## config.mk

```make
export PLATFORM = sky130hd
export DESIGN_NAME = syn_vga_drvr_lb
export DESIGN_NICKNAME = d
export VERILOG_FILES = /design/src/rtl/syn_vga_drvr_lb_pkg.sv /design/src/rtl/syn_sat_edge_cntr.sv /design/src/rtl/syn_vga_drvr_lb.sv
export SDC_FILE = /design/constraint.sdc
export NUM_CORES = 1
export LEC_CHECK = 0
export BUFFER_PORTS_ARGS = -buffer_cell sky130_fd_sc_hd__buf_4
export CORE_UTILIZATION = 48
export DETAILED_ROUTE_END_ITERATION = 10
export GPL_TIMING_DRIVEN = 0
export PLACE_DENSITY = 0.78
export REMOVE_ABC_BUFFERS = 1
export SETUP_SLACK_MARGIN = 0.15
export SYNTH_ARGS = -nofsm -noshare
export SYNTH_HDL_FRONTEND = slang
export SYNTH_SLANG_ARGS = --single-unit
export TNS_END_PERCENT = 100
```

## constraint.sdc

```tcl
create_clock -name clk_ir -period 1.9 [get_ports clk_ir]
set_input_delay 0.095 -clock clk_ir [delete_from_list [all_inputs] [get_ports clk_ir]]
set_output_delay 0.095 -clock clk_ir [all_outputs]
set_load 0.02 [all_outputs]
```

## src/rtl/syn_vga_drvr_lb_pkg.sv

```systemverilog
// Shared constants and types for the VGA driver local-bus slave.
// Register addresses, bit positions and the CTRL register layout.
package syn_vga_drvr_lb_pkg;

  localparam logic [1:0] VGA_LB_CTRL_ADDR    = 2'd0;
  localparam logic [1:0] VGA_LB_STATUS_ADDR  = 2'd1;
  localparam logic [1:0] VGA_LB_OVF_CNT_ADDR = 2'd2;
  localparam logic [1:0] VGA_LB_UNF_CNT_ADDR = 2'd3;

  localparam int CTRL_EN_BIT       = 0;
  localparam int CTRL_OVF_IE_BIT   = 1;
  localparam int CTRL_UNF_IE_BIT   = 2;
  localparam int CTRL_AUTO_DIS_BIT = 3;

  localparam int STAT_OVF_BIT = 0;
  localparam int STAT_UNF_BIT = 1;

  typedef struct packed {
    logic auto_dis;
    logic unf_irq_en;
    logic ovf_irq_en;
    logic drvr_en;
  } vga_lb_ctrl_t;

endpackage

```

## src/rtl/syn_sat_edge_cntr.sv

```systemverilog
// Rising-edge detector feeding a saturating event counter with clear.
// A clear coinciding with an event leaves the counter at one.
module syn_sat_edge_cntr #(
  parameter int CNT_W = 16
) (
  input  logic             clk_ir,
  input  logic             rst_ih,
  input  logic             i_lvl,
  input  logic             i_clr,
  output logic             o_evt,
  output logic [CNT_W-1:0] o_cnt
);

  logic             r_prev;
  logic [CNT_W-1:0] r_cnt;
  logic [CNT_W-1:0] w_base;
  logic [CNT_W-1:0] w_cnt_nxt;

  assign o_evt = i_lvl & ~r_prev;
  assign o_cnt = r_cnt;

  always_comb begin
    w_base    = i_clr ? '0 : r_cnt;
    w_cnt_nxt = w_base;
    if (o_evt && !(&w_base))
      w_cnt_nxt = w_base + CNT_W'(1);
  end

  always_ff @(posedge clk_ir or posedge rst_ih) begin
    if (rst_ih) begin
      r_prev <= 1'b0;
      r_cnt  <= '0;
    end else begin
      r_prev <= i_lvl;
      r_cnt  <= w_cnt_nxt;
    end
  end

endmodule

```

## src/rtl/syn_vga_drvr_lb.sv

```systemverilog
// Local-bus register slave for the VGA driver: control, sticky
// line-buffer status, event counters and a maskable interrupt.
import syn_vga_drvr_lb_pkg::*;

module syn_vga_drvr_lb #(
  parameter int LB_DATA_W = 32,
  parameter int LB_ADDR_W = 8,
  parameter int CNT_W     = 16
) (
  input  logic                 clk_ir,
  input  logic                 rst_ih,
  input  logic                 lb_wr_en,
  input  logic                 lb_rd_en,
  input  logic [LB_ADDR_W-1:0] lb_addr,
  input  logic [LB_DATA_W-1:0] lb_wr_data,
  output logic                 lb_rd_valid,
  output logic [LB_DATA_W-1:0] lb_rd_data,
  output logic                 vga_drvr_en,
  input  logic                 bffr_overflow,
  input  logic                 bffr_underflow,
  output logic                 irq
);

  logic [1:0]           w_addr;
  logic                 w_wr_ctrl;
  logic                 w_wr_stat;
  logic                 w_wr_ovf;
  logic                 w_wr_unf;
  logic                 w_ovf_evt;
  logic                 w_unf_evt;
  logic                 w_ovf_w1c;
  logic                 w_unf_w1c;
  logic [CNT_W-1:0]     w_ovf_cnt;
  logic [CNT_W-1:0]     w_unf_cnt;
  logic [LB_DATA_W-1:0] w_rd_mux;
  logic                 w_unused;

  vga_lb_ctrl_t r_ctrl;
  vga_lb_ctrl_t w_ctrl_wr;
  vga_lb_ctrl_t w_ctrl_nxt;

  logic                 r_ovf_stk;
  logic                 r_unf_stk;
  logic                 r_irq;
  logic                 r_rd_valid;
  logic [LB_DATA_W-1:0] r_rd_data;

  assign w_addr   = lb_addr[1:0];
  assign w_unused = ^{lb_addr[LB_ADDR_W-1:2],
                      lb_wr_data[LB_DATA_W-1:4]};

  assign w_wr_ctrl = lb_wr_en && (w_addr == VGA_LB_CTRL_ADDR);
  assign w_wr_stat = lb_wr_en && (w_addr == VGA_LB_STATUS_ADDR);
  assign w_wr_ovf  = lb_wr_en && (w_addr == VGA_LB_OVF_CNT_ADDR);
  assign w_wr_unf  = lb_wr_en && (w_addr == VGA_LB_UNF_CNT_ADDR);

  assign w_ovf_w1c = w_wr_stat & lb_wr_data[STAT_OVF_BIT];
  assign w_unf_w1c = w_wr_stat & lb_wr_data[STAT_UNF_BIT];

  syn_sat_edge_cntr #(
    .CNT_W (CNT_W)
  ) u_ovf_cntr (
    .clk_ir (clk_ir),
    .rst_ih (rst_ih),
    .i_lvl  (bffr_overflow),
    .i_clr  (w_wr_ovf),
    .o_evt  (w_ovf_evt),
    .o_cnt  (w_ovf_cnt)
  );

  syn_sat_edge_cntr #(
    .CNT_W (CNT_W)
  ) u_unf_cntr (
    .clk_ir (clk_ir),
    .rst_ih (rst_ih),
    .i_lvl  (bffr_underflow),
    .i_clr  (w_wr_unf),
    .o_evt  (w_unf_evt),
    .o_cnt  (w_unf_cnt)
  );

  // Hardware auto-disable overrides a same-cycle software enable.
  always_comb begin
    w_ctrl_wr            = '0;
    w_ctrl_wr.drvr_en    = lb_wr_data[CTRL_EN_BIT];
    w_ctrl_wr.ovf_irq_en = lb_wr_data[CTRL_OVF_IE_BIT];
    w_ctrl_wr.unf_irq_en = lb_wr_data[CTRL_UNF_IE_BIT];
    w_ctrl_wr.auto_dis   = lb_wr_data[CTRL_AUTO_DIS_BIT];
    w_ctrl_nxt = r_ctrl;
    if (w_wr_ctrl)
      w_ctrl_nxt = w_ctrl_wr;
    if (r_ctrl.auto_dis && (w_ovf_evt || w_unf_evt))
      w_ctrl_nxt.drvr_en = 1'b0;
  end

  always_comb begin
    w_rd_mux = '0;
    unique case (w_addr)
      VGA_LB_CTRL_ADDR:    w_rd_mux = LB_DATA_W'(r_ctrl);
      VGA_LB_STATUS_ADDR: begin
        w_rd_mux[STAT_OVF_BIT] = r_ovf_stk;
        w_rd_mux[STAT_UNF_BIT] = r_unf_stk;
      end
      VGA_LB_OVF_CNT_ADDR: w_rd_mux = LB_DATA_W'(w_ovf_cnt);
      VGA_LB_UNF_CNT_ADDR: w_rd_mux = LB_DATA_W'(w_unf_cnt);
      default:             w_rd_mux = '0;
    endcase
  end

  always_ff @(posedge clk_ir or posedge rst_ih) begin
    if (rst_ih) begin
      r_ctrl    <= '0;
      r_ovf_stk <= 1'b0;
      r_unf_stk <= 1'b0;
      r_irq     <= 1'b0;
    end else begin
      r_ctrl    <= w_ctrl_nxt;
      r_ovf_stk <= w_ovf_evt | (r_ovf_stk & ~w_ovf_w1c);
      r_unf_stk <= w_unf_evt | (r_unf_stk & ~w_unf_w1c);
      r_irq     <= (r_ovf_stk & r_ctrl.ovf_irq_en) |
                   (r_unf_stk & r_ctrl.unf_irq_en);
    end
  end

  // Read data samples pre-write state and holds until the next read.
  always_ff @(posedge clk_ir or posedge rst_ih) begin
    if (rst_ih) begin
      r_rd_valid <= 1'b0;
      r_rd_data  <= '0;
    end else begin
      r_rd_valid <= lb_rd_en;
      if (lb_rd_en)
        r_rd_data <= w_rd_mux;
    end
  end

  assign lb_rd_valid = r_rd_valid;
  assign lb_rd_data  = r_rd_data;
  assign vga_drvr_en = r_ctrl.drvr_en;
  assign irq         = r_irq;

endmodule

```

==> results.txt <==
----------------------------------------------------
[Status]
  Run status ... finished, final reports clean

[Floorplan]
  Number of placed I/O pins ... 81
  Die X ... 81.6 µm
  Cell Rows ... 28
  Starting Density ... 0.504
  Core ar. ... 6030 µm²
  Die outline height ... 81.6 µm
  Area enclosed by the die boundary ... 6650 µm²

[Setup path]
  Data required time at the worst endpoint ... 2.18 ns
  Critical Path Start Type ... register
  Critical setup path kind ... register to register
  Standard cell with the maximum stage delay on the critical path ... or4_4
  Ordered list of cells on the worst path ... nand3_4 > or4_4 > buf_6 > or3_1 > a21oi_2
  Maximum fanout along the worst path ... 5
  Data arrival time of the critical path ... 2.02 ns
  Crit path largest cell delay ... 0.54 ns
  Worst Setup End Kind ... register

[Place]
  Global placement routability congestion ... 0.813
  Number of port buffers ... 30
  Half-perimeter wire length of the detailed placement result ... 4.63 mm

[CTS]
  Clock root buffer master ... clkbuf_8
  CTS tree ... done
  Total clock sinks ... 58
  Maximum level of the CTS H-tree ... 3
  Clock slew at the register clock pins of the worst setup and hold paths ... 0.07 ns
  Clock buffer depth ... 2
  Clock Latency Late Sink ... 0.35 ns
  TritonCTS Buffers ... 9

[Logic synthesis]
  Register area share after synthesis ... 0.478
  Flip-flop and latch count after synthesis ... 58
  Ys Warns ... 0
  Asr flop ratio synth ... 1.00
  Number of different library cells in the post-synthesis netlist ... 47
  Cell Area, Synth ... 3040 µm²
  Leading register cell type out of synthesis ... dfrtp_1
  Post-synth EDFFs ... 0
  Top cells by area, synth ... dfrtp_1 (48%), mux2i_1 (6.6%), buf_4 (4.2%)
  Fraction of synthesized cell area taken by the top area cell type ... 0.478
  Synthesized netlist cell count ... 307
  Library cell occupying the most area in the post-synthesis netlist ... dfrtp_1
  Synthesized area per cell ... 9.90 µm²

[STA]
  Final hold violation count ... 0
  Min Hold Slack ... 0.0155 ns
  Slew margin rel. ... 0.569
  Worst-case clock skew ... 0.00732 ns
  Minimum period implied by the final worst setup slack ... 1.74 ns
  Pins over their slew limit ... 0
  Worst-Margin Slew ... 0.645 ns
  Timing-limited maximum frequency ... 573 MHz
  Final setup violation count ... 0
  Final period utilization ... 0.918
  Unrepaired setup endpoints after global routing ... true

[Global routing]
  Pin count of the biggest net entering global routing ... 37
  Via count of the first global-routing pass ... 2,335
  Number of antenna violations at the first check in global routing ... 0
  Aggregate global-route resource usage ... 0.234
  Global-route congestion overflow total ... 0
  Wire length of the first global-routing pass ... 11.5 mm

[Detailed routing]
  Routed Wire Length ... 7.57 mm
  Via-per-instance ratio ... 6.04
  Total via count in the routed design ... 2,638
  Highest metal layer with signal wires ... met4
  Detailed Routing Iterations Pass 1 ... 5
  Antenna viol nets, final ... 0
  Met1 wire length ... 3.34 mm
  Initial DRC count ... 270
  Post-route DRC ... 0
  Avg WL per Cell ... 17.3 µm
  Routed length on met2 ... 3.71 mm
  Met3 layer wire length in the routed design ... 433 µm

[Run]
  Max capacitance violation total ... 0

[Power]
  Cell Pwr Density ... 828 nW/µm²
  Power, Total ... 3.07 mW
  Leakage ... 1.65 nW
  Peak supply drop ... 0.467 mV

[Final layout]
  Ant. Diodes ... 0
  Area growth from synthesis to layout ... 22.2%
  Layout cells sized above 1 ... 0.254
  Total number of nets in the final design ... 403

[Hold path]
  Path type of the worst min-delay path ... input pin to register

----------------------------------------------------
==> cells by family (layout without fill, tap and decap cells) <==
| kind of cell | after synthesis | after routing | synth area share |
|---|---|---|---|
| AND/OR/NAND/NOR | 108 | 108 | 0.196 |
| buffers and inverters | 46 | 86 | 0.0807 |
| AO/OA/AOI/OAI | 65 | 65 | 0.139 |
| other | 1 | 16 | 0.00123 |
| XOR/XNOR | 2 | 2 | 0.00576 |
| multiplexers | 27 | 27 | 0.100 |
| flip-flops | 58 | 58 | 0.478 |
==> per-layer routing <==
metal,vias up,global-route usage
li1,1200,-
met3,10,0.0611
met2,110,0.362
met5,-,0
met4,0,0.0877
met1,1318,0.317
==> sequential cells by signal, indices dropped and copies added (netlist names) <==
register / count
u_unf_cntr.o_cnt: 16
vga_drvr_en: 1
u_ovf_cntr.r_prev: 1
u_ovf_cntr.o_cnt: 16
lb_rd_valid: 1
irq: 1
r_ovf_stk: 1
r_unf_stk: 1
r_ctrl: 3
lb_rd_data: 16
u_unf_cntr.r_prev: 1
==> Yosys cell counts, types with 3 or more instances <==
| cell | count |
|---|---|
| nand4_1 | 8 |
| inv_1 | 14 |
| a41oi_1 | 3 |
| and2_1 | 3 |
| a211oi_1 | 6 |
| and4_1 | 5 |
| mux2_2 | 5 |
| nor4_1 | 4 |
| nand3_1 | 11 |
| buf_4 | 17 |
| nor2_1 | 16 |
| nor3_1 | 8 |
| nand2b_1 | 5 |
| dfrtp_1 | 58 |
| a21oi_1 | 18 |
| clkbuf_1 | 11 |
| mux2i_1 | 20 |
| o22ai_1 | 12 |
| a31oi_1 | 8 |
| o21ai_0 | 6 |
| nand2_1 | 23 |
| and3_1 | 10 |
==> report_power, final <==
group          switching (mW)  internal, mW  total [mW]
clock                   0.486         0.577        1.06
sequential              0.125          1.34        1.47
combinational           0.293         0.249       0.543
==> layout by cell type, fill, tap and decap left out, types with 4 or more instances in the layout <==
| cell | netlist | final |
|---|---|---|
| mux2_2 | 5 | 5 |
| nand2_1 | 23 | 23 |
| a21oi_1 | 18 | 16 |
| inv_1 | 14 | 13 |
| a211oi_1 | 6 | 6 |
| dfrtp_1 | 58 | 55 |
| a31oi_1 | 8 | 8 |
| o22ai_1 | 12 | 12 |
| nand3_1 | 11 | 9 |
| nand2b_1 | 5 | 5 |
| nor3_1 | 8 | 8 |
| dlygate4sd3_1 | 0 | 6 |
| mux2i_1 | 20 | 20 |
| conb_1 | 1 | 16 |
| nor2_1 | 16 | 16 |
| o21ai_0 | 6 | 6 |
| clkbuf_8 | 0 | 12 |
| buf_4 | 17 | 47 |
| and4_1 | 5 | 4 |
| and3_1 | 10 | 9 |
| nand4_1 | 8 | 8 |
==> final timing paths <==
kind                                          startpoint                              to  slack, ns  depth (start not counted)
max                        u_ovf_cntr.o_cnt[4]$_DFF_PP0_  u_ovf_cntr.o_cnt[10]$_DFF_PP0_       0.16                          5
min                                             lb_rd_en           lb_rd_valid$_DFF_PP0_       0.02                          1
max reg2reg                u_ovf_cntr.o_cnt[4]$_DFF_PP0_  u_ovf_cntr.o_cnt[10]$_DFF_PP0_       0.16                          5
min reg2reg                          r_unf_stk$_DFF_PP0_             r_unf_stk$_DFF_PP0_       0.52                          1
max in group asynchronous                         rst_ih   u_ovf_cntr.o_cnt[1]$_DFF_PP0_       0.98                          4
min in group asynchronous                         rst_ih     u_unf_cntr.r_prev$_DFF_PP0_       0.35                          3
==> timing repair <==
item | in CTS | in global routing
endpoints found under the hold margin | 28 | 0
buffers inserted | 8 | 11
pin swaps | 3 | 7
endpoints found under the setup margin | 11 | 14
gates resized for setup | 9 | 13
hold buffers | 6 | 0
gates cloned | 0 | 0
==> worst max-delay path, delay by kind of cell, from the launching register on <==
kind / cells / cell delay [ns]
DFF: 1 / 0.42
and+or+nand+nor: 3 / 0.97
AOI/OAI and AO/OA: 1 / 0.13
buffers and inverters: 1 / 0.15
==> per-stage QoR <==
stage	setup slack (ns)	instances	utilization	setup TNS, ns	cell area, µm²
after floorplan	0.0320	290	-	0	2900
after global placement	-0.398	395	0.535	-19.91	3220
after detailed placement	-0.429	396	0.538	-2.31	3240
after CTS	0.0904	426	0.593	0	3570
after global routing	0.114	437	0.616	0	3710
final	0.155	437	0.616	0	3710
==> final cells by class <==
cell class	instances	area, µm²
clock buffers	14	173
clock inverters	2	10.0
fillers	481	2310
inverters	14	52.6
multi-input cells	218	1480
flip-flops and latches	58	1460
well taps	75	93.8
repair buffers	56	455
Note: power is estimated with default switching activity, not from simulation.
